### config.mk
export PLATFORM = sky130hd
export DESIGN_NAME = sim_bus_arbiter_flat
export DESIGN_NICKNAME = d
export VERILOG_FILES = /design/src/rtl/sim_bus_arbiter_if.sv /design/src/rtl/sim_bus_arbiter.sv /design/src/flat_wrapper.sv
export SDC_FILE = /design/constraint.sdc
export NUM_CORES = 1
export LEC_CHECK = 0
export ABC_AREA = 1
export BUFFER_PORTS_ARGS = -buffer_cell sky130_fd_sc_hd__buf_2
export CAP_MARGIN = 20
export CORE_AREA = 2 2 121 123
export DETAILED_ROUTE_END_ITERATION = 6
export DIE_AREA = 0 0 123 125
export GPL_ROUTABILITY_DRIVEN = 0
export PLACE_DENSITY_LB_ADDON = 0.08
export RECOVER_POWER = 25
export SETUP_SLACK_MARGIN = 0.4
export SYNTH_ARGS = -nofsm -noshare
export SYNTH_HDL_FRONTEND = slang
export SYNTH_SLANG_ARGS = --single-unit
### constraint.sdc
create_clock -name clk_i -period 1.5 [get_ports clk_i]
set_input_delay 0.075 -clock clk_i [delete_from_list [all_inputs] [get_ports clk_i]]
set_output_delay 0.075 -clock clk_i [all_outputs]
set_load 0.005 [all_outputs]
### src/rtl/sim_bus_arbiter_if.sv
// Bus bundle between NumHosts hosts, the shared simulator-device port and the arbiter.
// The slave modport is the arbiter's view; master is the hosts/device environment view.
interface sim_bus_arbiter_if #(
   parameter int unsigned NumHosts = 2
);
   logic [NumHosts-1:0]    host_req_i;
   logic [NumHosts-1:0]    host_we_i;
   logic [4*NumHosts-1:0]  host_be_i;
   logic [32*NumHosts-1:0] host_addr_i;
   logic [32*NumHosts-1:0] host_wdata_i;
   logic [NumHosts-1:0]    host_gnt_o;
   logic [NumHosts-1:0]    host_rvalid_o;
   logic [32*NumHosts-1:0] host_rdata_o;

   logic                   dev_req_o;
   logic                   dev_we_o;
   logic [3:0]             dev_be_o;
   logic [31:0]            dev_addr_o;
   logic [31:0]            dev_wdata_o;
   logic                   dev_rvalid_i;
   logic [31:0]            dev_rdata_i;

   modport slave (
      input  host_req_i, host_we_i, host_be_i, host_addr_i, host_wdata_i,
      input  dev_rvalid_i, dev_rdata_i,
      output host_gnt_o, host_rvalid_o, host_rdata_o,
      output dev_req_o, dev_we_o, dev_be_o, dev_addr_o, dev_wdata_o
   );

   modport master (
      output host_req_i, host_we_i, host_be_i, host_addr_i, host_wdata_i,
      output dev_rvalid_i, dev_rdata_i,
      input  host_gnt_o, host_rvalid_o, host_rdata_o,
      input  dev_req_o, dev_we_o, dev_be_o, dev_addr_o, dev_wdata_o
   );
endinterface

### src/rtl/sim_bus_arbiter.sv
// Round-robin arbiter sharing one grantless, fixed-latency simulator device among NumHosts hosts.
// An owner FIFO routes in-order responses back to the issuing host; orphan responses raise a sticky error.
module sim_bus_arbiter #(
   parameter int unsigned NumHosts       = 2,
   parameter int unsigned MaxOutstanding = 2
) (
   input  logic                clk_i,
   input  logic                rst_ni,
   sim_bus_arbiter_if.slave    bus,
   output logic                err_unexp_rvalid_o
);

   localparam int unsigned IdxW = (NumHosts > 1) ? $clog2(NumHosts) : 1;
   localparam int unsigned PtrW = (MaxOutstanding > 1) ? $clog2(MaxOutstanding) : 1;
   localparam int unsigned CntW = $clog2(MaxOutstanding + 1);

   localparam logic [PtrW-1:0] LastSlot = PtrW'(MaxOutstanding - 1);
   localparam logic [CntW-1:0] FullCnt  = CntW'(MaxOutstanding);

   logic [IdxW-1:0] rr_q, rr_d;
   logic [CntW-1:0] cnt_q, cnt_d;
   logic [PtrW-1:0] wptr_q, wptr_d;
   logic [PtrW-1:0] rptr_q, rptr_d;
   logic [IdxW-1:0] owner_q [MaxOutstanding];
   logic [IdxW-1:0] owner_d [MaxOutstanding];
   logic            err_q, err_d;

   logic                can_issue_c;
   logic                grant_c;
   logic [IdxW-1:0]     win_c;
   logic [NumHosts-1:0] gnt_c;
   logic                push_c;
   logic                pop_c;
   logic [NumHosts-1:0] rvalid_c;
   logic                dev_we_c;
   logic [3:0]          dev_be_c;
   logic [31:0]         dev_addr_c;
   logic [31:0]         dev_wdata_c;

   // Host index base+off modulo NumHosts, for any (non power-of-two) host count.
   function automatic logic [IdxW-1:0] host_add(input logic [IdxW-1:0] base, input int unsigned off);
      int unsigned s;
      s = 32'(base) + off;
      if (s >= NumHosts) s = s - NumHosts;
      return IdxW'(s);
   endfunction

   function automatic logic [PtrW-1:0] ptr_inc(input logic [PtrW-1:0] p);
      return (p == LastSlot) ? '0 : p + PtrW'(1);
   endfunction

   // Winner search starts at rr_q; a full FIFO blocks issue even if it pops this cycle.
   always_comb begin
      logic [IdxW-1:0] idx;
      can_issue_c = (cnt_q < FullCnt);
      grant_c     = 1'b0;
      win_c       = '0;
      idx         = '0;
      for (int unsigned k = 0; k < NumHosts; k++) begin
         idx = host_add(rr_q, k);
         if (can_issue_c && !grant_c && bus.host_req_i[idx]) begin
            grant_c = 1'b1;
            win_c   = idx;
         end
      end
      gnt_c = '0;
      if (grant_c) gnt_c[win_c] = 1'b1;
   end

   // Request fields are taken straight from the winning host; idle bus is driven to zero.
   always_comb begin
      dev_we_c    = 1'b0;
      dev_be_c    = '0;
      dev_addr_c  = '0;
      dev_wdata_c = '0;
      if (grant_c) begin
         dev_we_c    = bus.host_we_i[win_c];
         dev_be_c    = bus.host_be_i[32'(win_c)*4 +: 4];
         dev_addr_c  = bus.host_addr_i[32'(win_c)*32 +: 32];
         dev_wdata_c = bus.host_wdata_i[32'(win_c)*32 +: 32];
      end
   end

   // Response routing to the FIFO head owner; orphan responses are dropped.
   always_comb begin
      push_c   = grant_c;
      pop_c    = bus.dev_rvalid_i && (cnt_q != '0);
      rvalid_c = '0;
      if (pop_c) rvalid_c[owner_q[rptr_q]] = 1'b1;
   end

   // Next-state for round-robin pointer, owner FIFO and sticky error.
   always_comb begin
      rr_d    = rr_q;
      cnt_d   = cnt_q;
      wptr_d  = wptr_q;
      rptr_d  = rptr_q;
      owner_d = owner_q;
      err_d   = err_q;

      if (grant_c) rr_d = host_add(win_c, 1);

      if (push_c) begin
         owner_d[wptr_q] = win_c;
         wptr_d          = ptr_inc(wptr_q);
      end
      if (pop_c) rptr_d = ptr_inc(rptr_q);

      unique case ({push_c, pop_c})
         2'b10:   cnt_d = cnt_q + CntW'(1);
         2'b01:   cnt_d = cnt_q - CntW'(1);
         default: cnt_d = cnt_q;
      endcase

      if (bus.dev_rvalid_i && (cnt_q == '0)) err_d = 1'b1;
   end

   always_ff @(posedge clk_i or negedge rst_ni) begin
      if (!rst_ni) begin
         rr_q   <= '0;
         cnt_q  <= '0;
         wptr_q <= '0;
         rptr_q <= '0;
         err_q  <= 1'b0;
         for (int unsigned i = 0; i < MaxOutstanding; i++) owner_q[i] <= '0;
      end else begin
         rr_q    <= rr_d;
         cnt_q   <= cnt_d;
         wptr_q  <= wptr_d;
         rptr_q  <= rptr_d;
         err_q   <= err_d;
         owner_q <= owner_d;
      end
   end

   assign bus.host_gnt_o    = gnt_c;
   assign bus.host_rvalid_o = rvalid_c;
   assign bus.host_rdata_o  = {NumHosts{bus.dev_rdata_i}};
   assign bus.dev_req_o     = grant_c;
   assign bus.dev_we_o      = dev_we_c;
   assign bus.dev_be_o      = dev_be_c;
   assign bus.dev_addr_o    = dev_addr_c;
   assign bus.dev_wdata_o   = dev_wdata_c;
   assign err_unexp_rvalid_o = err_q;

   // Structural invariants.
   a_gnt_onehot : assert property (@(posedge clk_i) disable iff (!rst_ni) $onehot0(gnt_c));
   a_cnt_bound  : assert property (@(posedge clk_i) disable iff (!rst_ni) cnt_q <= FullCnt);
   a_no_full_gnt: assert property (@(posedge clk_i) disable iff (!rst_ni) (cnt_q == FullCnt) |-> !grant_c);

endmodule
### src/flat_wrapper.sv
// flat-port wrapper written by rule: the top's interface ports become plain ports
module sim_bus_arbiter_flat 
#(
   parameter int unsigned NumHosts       = 2,
   parameter int unsigned MaxOutstanding = 2
)
  (clk_i, rst_ni, err_unexp_rvalid_o, bus_host_req_i, bus_host_we_i, bus_host_be_i, bus_host_addr_i, bus_host_wdata_i, bus_dev_rvalid_i, bus_dev_rdata_i, bus_host_gnt_o, bus_host_rvalid_o, bus_host_rdata_o, bus_dev_req_o, bus_dev_we_o, bus_dev_be_o, bus_dev_addr_o, bus_dev_wdata_o);
  sim_bus_arbiter_if #(.NumHosts(NumHosts)) bus_i ();
  input  logic clk_i;
  input  logic rst_ni;
  output logic err_unexp_rvalid_o;
  input wire logic [$bits(bus_i.host_req_i)-1:0] bus_host_req_i;
  input wire logic [$bits(bus_i.host_we_i)-1:0] bus_host_we_i;
  input wire logic [$bits(bus_i.host_be_i)-1:0] bus_host_be_i;
  input wire logic [$bits(bus_i.host_addr_i)-1:0] bus_host_addr_i;
  input wire logic [$bits(bus_i.host_wdata_i)-1:0] bus_host_wdata_i;
  input wire logic [$bits(bus_i.dev_rvalid_i)-1:0] bus_dev_rvalid_i;
  input wire logic [$bits(bus_i.dev_rdata_i)-1:0] bus_dev_rdata_i;
  output wire logic [$bits(bus_i.host_gnt_o)-1:0] bus_host_gnt_o;
  output wire logic [$bits(bus_i.host_rvalid_o)-1:0] bus_host_rvalid_o;
  output wire logic [$bits(bus_i.host_rdata_o)-1:0] bus_host_rdata_o;
  output wire logic [$bits(bus_i.dev_req_o)-1:0] bus_dev_req_o;
  output wire logic [$bits(bus_i.dev_we_o)-1:0] bus_dev_we_o;
  output wire logic [$bits(bus_i.dev_be_o)-1:0] bus_dev_be_o;
  output wire logic [$bits(bus_i.dev_addr_o)-1:0] bus_dev_addr_o;
  output wire logic [$bits(bus_i.dev_wdata_o)-1:0] bus_dev_wdata_o;
  assign bus_i.host_req_i = bus_host_req_i;
  assign bus_i.host_we_i = bus_host_we_i;
  assign bus_i.host_be_i = bus_host_be_i;
  assign bus_i.host_addr_i = bus_host_addr_i;
  assign bus_i.host_wdata_i = bus_host_wdata_i;
  assign bus_i.dev_rvalid_i = bus_dev_rvalid_i;
  assign bus_i.dev_rdata_i = bus_dev_rdata_i;
  assign bus_host_gnt_o = bus_i.host_gnt_o;
  assign bus_host_rvalid_o = bus_i.host_rvalid_o;
  assign bus_host_rdata_o = bus_i.host_rdata_o;
  assign bus_dev_req_o = bus_i.dev_req_o;
  assign bus_dev_we_o = bus_i.dev_we_o;
  assign bus_dev_be_o = bus_i.dev_be_o;
  assign bus_dev_addr_o = bus_i.dev_addr_o;
  assign bus_dev_wdata_o = bus_i.dev_wdata_o;
  sim_bus_arbiter #(.NumHosts(NumHosts), .MaxOutstanding(MaxOutstanding)) u_core (.clk_i(clk_i), .rst_ni(rst_ni), .bus(bus_i), .err_unexp_rvalid_o(err_unexp_rvalid_o));
endmodule
==> results of run 1 <==
## kinds of logic after synthesis
family | Yosys count | synth area share
flip-flops | 8 | 0.108
XOR/XNOR | 2 | 0.00941
buffers and inverters | 94 | 0.329
AND/OR/NAND/NOR | 236 | 0.531
adder cells (fa/ha/maj) | 1 | 0.00672
AO/OA/AOI/OAI | 5 | 0.0168
## layout make-up
class	count	area, sq um	share of cell area
multi-input combinational	244	1420	0.349
inverter	9	33.8	0.00832
clock buffer	4	78.8	0.0194
tap	184	230	0.0567
timing repair buffer	266	2100	0.517
sequential	8	201	0.0496
## per-stage QoR
stage,hold WS (ns),utilization
detailed placement,-0.0620,0.194
floorplan,-0.221,-
global placement,-0.0527,0.194
CTS,0.104,0.244
finish,0.105,0.286
global route,0.117,0.286
## state kept, by name (all words and copies together) (netlist names)
register	count
u_core.wptr_q	1
u_core.cnt_q	2
u_core.rptr_q	1
u_core.rr_q	1
u_core.owner_q	2
u_core.err_unexp_rvalid_o	1
## timing repair
item	CTS	global route
setup endpoints to repair	79	80
pin swaps	6	30
endpoints found under the hold margin	8	0
buffers inserted	14	6
gates cloned	12	10
hold buffers	1	0
gates resized for setup	36	84
## critical path, cell delays in order, from the launching register on
cell and delay (ns):
dfrtp_2 0.44, a21oi_4 0.19, buf_6 0.18, buf_12 0.11, buf_16 0.11, nand3_1 0.06, nand2_1 0.06, buf_2 0.11
## path summary, 6_finish.rpt
path	from	endpoint	slack, ns	cells past startpoint
max	u_core.cnt_q[1]	bus_dev_addr_o[3]	-0.08	7
min	bus_dev_rvalid_i	u_core.err_unexp_rvalid_o	0.11	2
max reg2reg	u_core.rr_q	u_core.owner_q[0]	0.08	11
min reg2reg	u_core.err_unexp_rvalid_o	u_core.err_unexp_rvalid_o	0.47	1
max in group asynchronous	rst_ni	u_core.cnt_q[1]	1.09	2
min in group asynchronous	rst_ni	u_core.wptr_q	0.22	2
## layout by cell type (no fill, tap or decap), types with 6 or more instances in the layout
cell type,Yosys,routed
buf_16,0,14
buf_6,0,17
nand3_1,72,45
dfrtp_1,8,7
inv_1,9,6
nand2_2,0,30
clkbuf_16,0,11
buf_12,0,10
nand2_1,157,116
nand3_2,0,25
nand2_4,0,11
buf_2,15,212
## per-layer routing
| layer | vias to the layer above | GRT usage | part of all wire |
|---|---|---|---|
| met3 | 30 | 0.0178 | 0.073 |
| met4 | 0 | 0.0495 | 0.029 |
| met1 | 1301 | 0.133 | 0.38 |
| met2 | 150 | 0.223 | 0.51 |
| li1 | 1406 | - | - |
| met5 | - | 0 | 0 |
## power by group
part	switching [mW]	total (mW)	internal [mW]
registers	0.101	0.412	0.311
logic	2.19	4.83	2.64
clock network	0.114	0.469	0.355
total	2.41	5.71	3.31
==> impl_metrics.tcl, run 1 <==
set metrics [dict create \
    drc 0 \
    die_area_sq_um 15400 \
    ant_nets 0 \
    synth_most_common_cell "nand2_1" \
    ys_ff_latch 8 \
    dp.cells 668 \
    fin_area_sq_um 4060 \
    dpl-instance-area_sq_um 2760 \
    run_status "complete, but fails checks" \
    min-delay-path-class "input port to flop" \
    clock_latency_ns 0.24 \
    core-area_sq_um 14200 \
    cts_tree "yes" \
    yosysWarnings 0 \
    worstSetupStartpointType "flop" \
    clock_sinks 8 \
    violations "setup timing" \
    hold_violations 0 \
    finalSetupViolCount 48 \
    worst_pin_slew_ns 0.282 \
    synth-async-reset-ratio 1.00 \
    critPathArrivalTime_ns 1.51 \
    portBuffers 217 \
    fin_crit_sh 1.05 \
    drt_wl_total_microns 11300 \
    via_count 2887 \
    fillers 1586 \
    slew_headroom 0.812 \
    nets 708 \
    syn_area_per_cell_sq_um 5.38 \
    die_w_microns 123 \
    dpl_worst_slack_ns 0.143 \
    finalWorstSetupSlack_ns -0.0816 \
    ys.flop_type "dfrtp_1" \
    syn_nets 522 \
    max-cap-violations 0 \
    grtUsageTotal 0.120 \
    die_h_microns 125 \
    path_max_fanout 5 \
    end_kind "primary output" \
    drtIter0Drc 70 \
    syn_inst 346 \
    hpwlAfterDp_microns 6360 \
    period_minus_slack_ns 1.58 \
    synth_cell_types 18 \
    total_power_mw 5.71 \
    rows 44 \
    netlist_top_cells_count "157 x nand2_1, 72 x nand3_1, 64 x buf_4" \
    synth_edf_count 0 \
    cts_root_buf "clkbuf_16" \
    cp.required_ns 1.42 \
    fin_setup_tns_ns -1.70 \
    diodes 0 \
    synth-seq-area-share 0.108 \
    p_per_area_nw_per_um2 1410 \
    antenna_found_initial 0 \
    slew_violations 0 \
    grt_max_degree 34 \
    drt-pass1-iter-count 4 \
    finClkSkew_ns 0.00548 \
    fin_cells 715 \
    path_clk_slew_ns 0.04 \
    vdd_drop_max_uv 469 \
    synth_top_area_frac 0.317 \
    gr-total-overflow 0 \
    vias_per_cell 4.04 \
    cellLeakagePower_nw 2.36 \
    cts.htree.levels 1 \
    clock.fmax_ghz 0.632 \
    layout-drive-gt1-share 0.655 \
    cts_max_path_buffers 2 \
    ys_top_cells_by_area "nand2_1 32%, buf_4 26%, nand3_1 19%" \
    cts_made_buffers 3 \
    initial_core_util 0.131 \
    grt_setup_unrepaired "yes" \
    grt_pass1_vias 2782 \
    syn_to_final_growth_pct 118 \
    yosys.area.top_type "nand2_1" \
    syn_area_sq_um 1860 \
    grt_pass1_wl_microns 14100 \
    io_pins 314 \
    path_class "flop to primary output" \
    wl_per_cell_microns 15.8 \
]
Power figures use the tool's default switching activity.
==> run 2: changes to the inputs <==
==> constraint.sdc (replaced) <==
create_clock -name clk_i -period 1.95 [get_ports clk_i]
set_input_delay 0.0975 -clock clk_i [delete_from_list [all_inputs] [get_ports clk_i]]
set_output_delay 0.0975 -clock clk_i [all_outputs]
set_load 0.005 [all_outputs]
==> run 2 against run 1 <==
  * The flow now finishes without violations
  * Sequential cell count unchanged
  * Worst hold slack gained 0.045 ns
  * Non-clock buffer count down 22
  * Setup slack improved by 0.46 ns
  * Global-route usage decreased by 2.2 points
  * Via count is 7.1% lower
  * Clock skew is 0.0037 ns lower
  * Combinational power shrank 44%
  * Critical endpoint is now bus_dev_wdata_o[30]
  * Count of clock-buffer cells in the layout down 1
  * Cell area decreased by 19%
  * Total power shrank 41%
  * Final cell count shrank 3.2%
==> impl_metrics.tcl, run 2 (synthesis gave the netlist of run 1 again) <==
set metrics [dict create \
    run_status "completed" \
    vdd_drop_max_uv 428 \
    cp.required_ns 1.85 \
    layout_common_cells "216 x buf_2, 143 x nand2_1, 65 x nand3_1" \
    die_w_microns 123 \
    cts_tree "yes" \
    grtUsageTotal 0.0975 \
    antenna_found_initial 0 \
    gr-total-overflow 0 \
    rows 44 \
    cts.htree.levels 1 \
    critPathArrivalTime_ns 1.47 \
    clock.fmax_ghz 0.638 \
    path_clk_slew_ns 0.04 \
    io_pins 314 \
    fin_crit_sh 0.804 \
    drt-pass1-iter-count 4 \
    drt_wl_total_microns 9890 \
    die_h_microns 125 \
    clock_latency_ns 0.23 \
    fillers 1625 \
    p_per_area_nw_per_um2 1020 \
    cellLeakagePower_nw 2.05 \
    via_count 2682 \
    layout-drive-gt1-share 0.539 \
    worst_path_max_delay_cell "dfrtp_2" \
    dp.cells 668 \
    hold_violations 0 \
    worstSetupStartpointType "flop" \
    min-delay-path-class "input port to flop" \
    grt_pass1_wl_microns 12000 \
    cpPeakStageDelay_ns 0.44 \
    cts_root_buf "clkbuf_16" \
    period_minus_slack_ns 1.57 \
    path_class "flop to primary output" \
    slew_violations 0 \
    path_max_fanout 5 \
    crit_family "buffers and inverters" \
    ant_nets 0 \
    fin_cells 692 \
    worst_pin_slew_ns 0.270 \
    slew_headroom 0.820 \
    hpwlAfterDp_microns 6250 \
    initial_core_util 0.131 \
    multi_input_area_sq_um 1160 \
    wl_per_cell_microns 14.3 \
    core-area_sq_um 14200 \
    diodes 0 \
    worst-path-buf-inv 4 \
    rrSetupSlack_ns 0.42 \
    grt_pass1_vias 2458 \
    mostFrequentLayoutCell "buf_2" \
    nets 686 \
    regArea_sq_um 201 \
    cts_made_buffers 3 \
    max-cap-violations 0 \
    portBuffers 217 \
    crit_chain "a21oi_4 -> buf_6 -> buf_12 -> clkbuf_16 -> nand3_1 -> nand2_1 -> buf_2" \
    die_area_sq_um 15400 \
    syn_to_final_growth_pct 77.3 \
    drc 0 \
    end_kind "primary output" \
    hold_slack_ns 0.150 \
    grt_max_degree 48 \
    cts_max_path_buffers 2 \
    grt_setup_unrepaired "yes" \
    drtIter0Drc 72 \
    biggestRegsByFlops "u_core.cnt_q (2), u_core.owner_q (2)" \
    fin_setup_tns_ns 0 \
    finClkSkew_ns 0.00176 \
    vias_per_cell 3.88 \
    clock_sinks 8 \
    finalSetupViolCount 0 \
]
run 2: changes by cell type in the layout (fill, tap and decap cells not counted), sizes merged:
cell	change
buf	-21
clkbuf	-2
run 2: worst paths after layout:
check	start	endpoint	cells after the start
setup / recovery	u_core.cnt_q[1]	bus_dev_wdata_o[30]	7
hold / removal	bus_dev_rvalid_i	u_core.err_unexp_rvalid_o	2
setup reg to reg	u_core.cnt_q[1]	u_core.cnt_q[1]	7
hold reg to reg	u_core.err_unexp_rvalid_o	u_core.err_unexp_rvalid_o	1
max in group asynchronous	rst_ni	u_core.cnt_q[1]	2
min in group asynchronous	rst_ni	u_core.err_unexp_rvalid_o	2
run 2: where the power goes:
group	internal, mW	switching [mW]	leakage [nW]
logic	1.37	1.35	1.92
clock network	0.264	0.0735	0.0370
registers	0.239	0.0674	0.0932
total	1.87	1.50	2.05
run 2: stage by stage:
stage                     area [sq um]  worst slack, ns  utilization  total power [mW]
after floorplan                   1860            0.493            -              1.41
after global placement            2680            0.354        0.189              2.19
after detailed placement          2680            0.354        0.189              2.17
after CTS                         2920            0.352        0.205              2.86
after global routing              3300            0.312        0.232              3.72
final                             3300            0.383        0.232              3.37
run 2: layout make-up:
cell class / count / area share
Timing Repair Buffer: 244 / 0.484
Multi-Input combinational cell: 244 / 0.353
Tap cell: 184 / 0.0697
Sequential cell: 8 / 0.0610
Clock buffer: 3 / 0.0227
Inverter: 9 / 0.0102
run 2: routing by layer:
layer  GRT usage  up-vias  routed length, microns  part of all wire
li1            -     1360                       -                 -
met1       0.107     1161                    3870              0.39
met2       0.188      148                    5030              0.51
met3      0.0274       13                     927             0.094
met4      0.0107        0                      68            0.0069
met5           0        -                       0                 0
run 2: timing repair:
action                                  in CTS  in global routing
endpoints found under the hold margin        8                  0
buffers inserted                             4                  3
hold buffers                                 1                  0
endpoints found under the setup margin      71                 71
gates resized for setup                     11                 40
pin swaps                                    0                 15
gates cloned                                 3                 10
==> run 3: changes to the inputs <==
--- a/config.mk
+++ b/config.mk
@@ -8,9 +8,9 @@
 export ABC_AREA = 1
 export BUFFER_PORTS_ARGS = -buffer_cell sky130_fd_sc_hd__buf_2
 export CAP_MARGIN = 20
-export CORE_AREA = 2 2 121 123
+export CORE_AREA = 2 2 123 125
 export DETAILED_ROUTE_END_ITERATION = 6
-export DIE_AREA = 0 0 123 125
+export DIE_AREA = 0 0 125 127
 export GPL_ROUTABILITY_DRIVEN = 0
 export PLACE_DENSITY_LB_ADDON = 0.08
 export RECOVER_POWER = 25
==> constraint.sdc (replaced) <==
create_clock -name clk_i -period 1.5 [get_ports clk_i]
set_input_delay 0.075 -clock clk_i [delete_from_list [all_inputs] [get_ports clk_i]]
set_output_delay 0.075 -clock clk_i [all_outputs]
set_load 0.005 [all_outputs]
==> run 3 against run 2 <==
  * The flow now finishes with violations (setup timing)
  * Utilization up 1.6 points
  * Total power up 46%
  * Clock power up 39%
  * Count of clock-buffer cells in the layout up 1
  * First-iteration DRC count up 1.4%
  * Setup slack worse by 0.44 ns
  * Final cell count up 1.7%
  * Largest cell class unchanged
==> impl_metrics.tcl, run 3 (synthesis gave the netlist of run 1 again) <==
set metrics [dict create \
    period_minus_slack_ns 1.55 \
    p_per_area_nw_per_um2 1370 \
    nets 697 \
    holdPathStages 2 \
    worst_path_max_delay_cell "dfrtp_2" \
    cts_tree "yes" \
    cellLeakagePower_nw 2.17 \
    hold_slack_ns 0.111 \
    cts_max_path_buffers 2 \
    multi_input_area_sq_um 1230 \
    worstSetupStartpointType "flop" \
    regArea_sq_um 201 \
    drc 0 \
    grtUsageTotal 0.105 \
    vdd_drop_max_uv 521 \
    slew_headroom 0.826 \
    via_count 2819 \
    biggestRegsByFlops "u_core.cnt_q (2), u_core.owner_q (2)" \
    slew_violations 0 \
    hpwlAfterDp_microns 6150 \
    syn_to_final_growth_pct 92.5 \
    clock.fmax_ghz 0.643 \
    rows 44 \
    grt_pass1_vias 2595 \
    grt_setup_unrepaired "yes" \
    clock_latency_ns 0.23 \
    rr_worst_depth 11 \
    path_class "flop to primary output" \
    grt_max_degree 38 \
    r2r_start "u_core.rr_q" \
    fillers 1640 \
    rrSetupSlack_ns 0.08 \
    ant_nets 0 \
    wl_per_cell_microns 15.1 \
    gr-total-overflow 0 \
    end_kind "primary output" \
    clock_sinks 8 \
    vias_per_cell 4.00 \
    drtIter0Drc 73 \
    layout-drive-gt1-share 0.581 \
    worst_pin_slew_ns 0.260 \
    dpl-instance-area_sq_um 2760 \
    cts_root_buf "clkbuf_16" \
    critPathArrivalTime_ns 1.48 \
    path_max_fanout 10 \
    dpl_worst_slack_ns 0.151 \
    crit_family "buffers and inverters" \
    portBuffers 217 \
    crit_chain "a21oi_4 -> buf_12 -> buf_12 -> buf_16 -> nand3_1 -> nand2_2 -> buf_2" \
    worstReg2RegEnd "u_core.owner_q[1]" \
    worst-path-buf-inv 4 \
    hold_violations 0 \
    finalWorstSetupSlack_ns -0.0542 \
    cts.htree.levels 1 \
    max-cap-violations 0 \
    path_clk_slew_ns 0.04 \
    hold_path_end "u_core.err_unexp_rvalid_o" \
    finalSetupViolCount 27 \
    core-area_sq_um 14400 \
    cp.required_ns 1.42 \
    critPathMostFrequentCell "buf_12" \
    die_area_sq_um 15900 \
    violations "setup timing" \
    cts_made_buffers 3 \
    die_w_microns 125 \
    run_status "complete, but fails checks" \
    fin_crit_sh 1.04 \
    diodes 0 \
    layout_common_cells "215 x buf_2, 129 x nand2_1, 67 x nand3_1" \
    cpPeakStageDelay_ns 0.44 \
    fin_area_sq_um 3580 \
    grt_pass1_wl_microns 13400 \
    final_core_util 0.249 \
    antenna_found_initial 0 \
    drt_wl_total_microns 10600 \
    hold_path_startpoint "bus_dev_rvalid_i" \
    finClkSkew_ns 0.00357 \
    io_pins 314 \
    initial_core_util 0.129 \
    total_power_mw 4.90 \
    drt-pass1-iter-count 4 \
    die_h_microns 127 \
    mostFrequentLayoutCell "buf_2" \
    min-delay-path-class "input port to flop" \
]
==> run 3: cell count changes in the layout (fill, tap and decap cells not counted), sizes merged <==
| cell | previous run | this run |
|---|---|---|
| clkbuf | 10 | 11 |
| buf | 236 | 247 |
==> run 3: metal layers <==
metal,part of all wire,global-route usage
met5,0,0
met2,0.55,0.217
met3,0.063,0.0193
met4,0.026,0.0444
met1,0.36,0.102
==> run 3: how the worst max path moves through the flow <==
stage               startpoint         endpoint  slack, ns  cells past startpoint
6_report       u_core.cnt_q[1]     bus_dev_we_o      -0.05                      7
5_1_grt        u_core.cnt_q[1]     bus_dev_we_o      -0.13                      7
4_1_cts        u_core.cnt_q[1]  bus_dev_be_o[3]      -0.03                      6
3_5_place_dp   u_core.cnt_q[1]  u_core.cnt_q[1]       0.15                      7
3_3_place_gp   u_core.cnt_q[1]  u_core.cnt_q[1]       0.15                      7
2_1_floorplan  u_core.cnt_q[0]  u_core.cnt_q[1]       0.23                      7
==> run 3: cell type report <==
cell class | count | area share
clock buffer | 4 | 0.0220
inverter | 9 | 0.0101
multi-input combinational | 244 | 0.342
sequential | 8 | 0.0562
tap | 184 | 0.0642
timing repair buffer | 255 | 0.505
==> run 3: stage by stage <==
stage	instances	TNS, ns
3_3_place_gp	668	0
4_1_cts	689	-0.654
6_report	704	-0.647
5_1_grt	704	-5.79
3_5_place_dp	668	0
2_1_floorplan	346	0
==> run 3: worst register-to-register path: stages, from the launching register on <==
cell     delay [ns]
dfrtp_1        0.36
inv_2          0.06
nand2_2        0.06
nand2_4        0.07
nor2_4         0.04
buf_6          0.11
buf_12         0.14
buf_16         0.15
buf_6          0.11
buf_6          0.11
nand2_2        0.06
nand2_2        0.04
==> run 3: timing repair <==
action,in CTS,in global routing
pin swaps,6,17
setup buffers,9,5
gates resized for setup,26,36
cloned,7,10
hold buffers,1,0
setup endpoints to repair,79,80
endpoints found under the hold margin,8,0
==> run 3: report_power, final <==
group          switching [mW]  total, mW  leakage, nW  internal (mW)
logic                    1.93       4.02         2.04           2.10
registers              0.0985      0.410       0.0932          0.311
clock network           0.112      0.467       0.0382          0.355
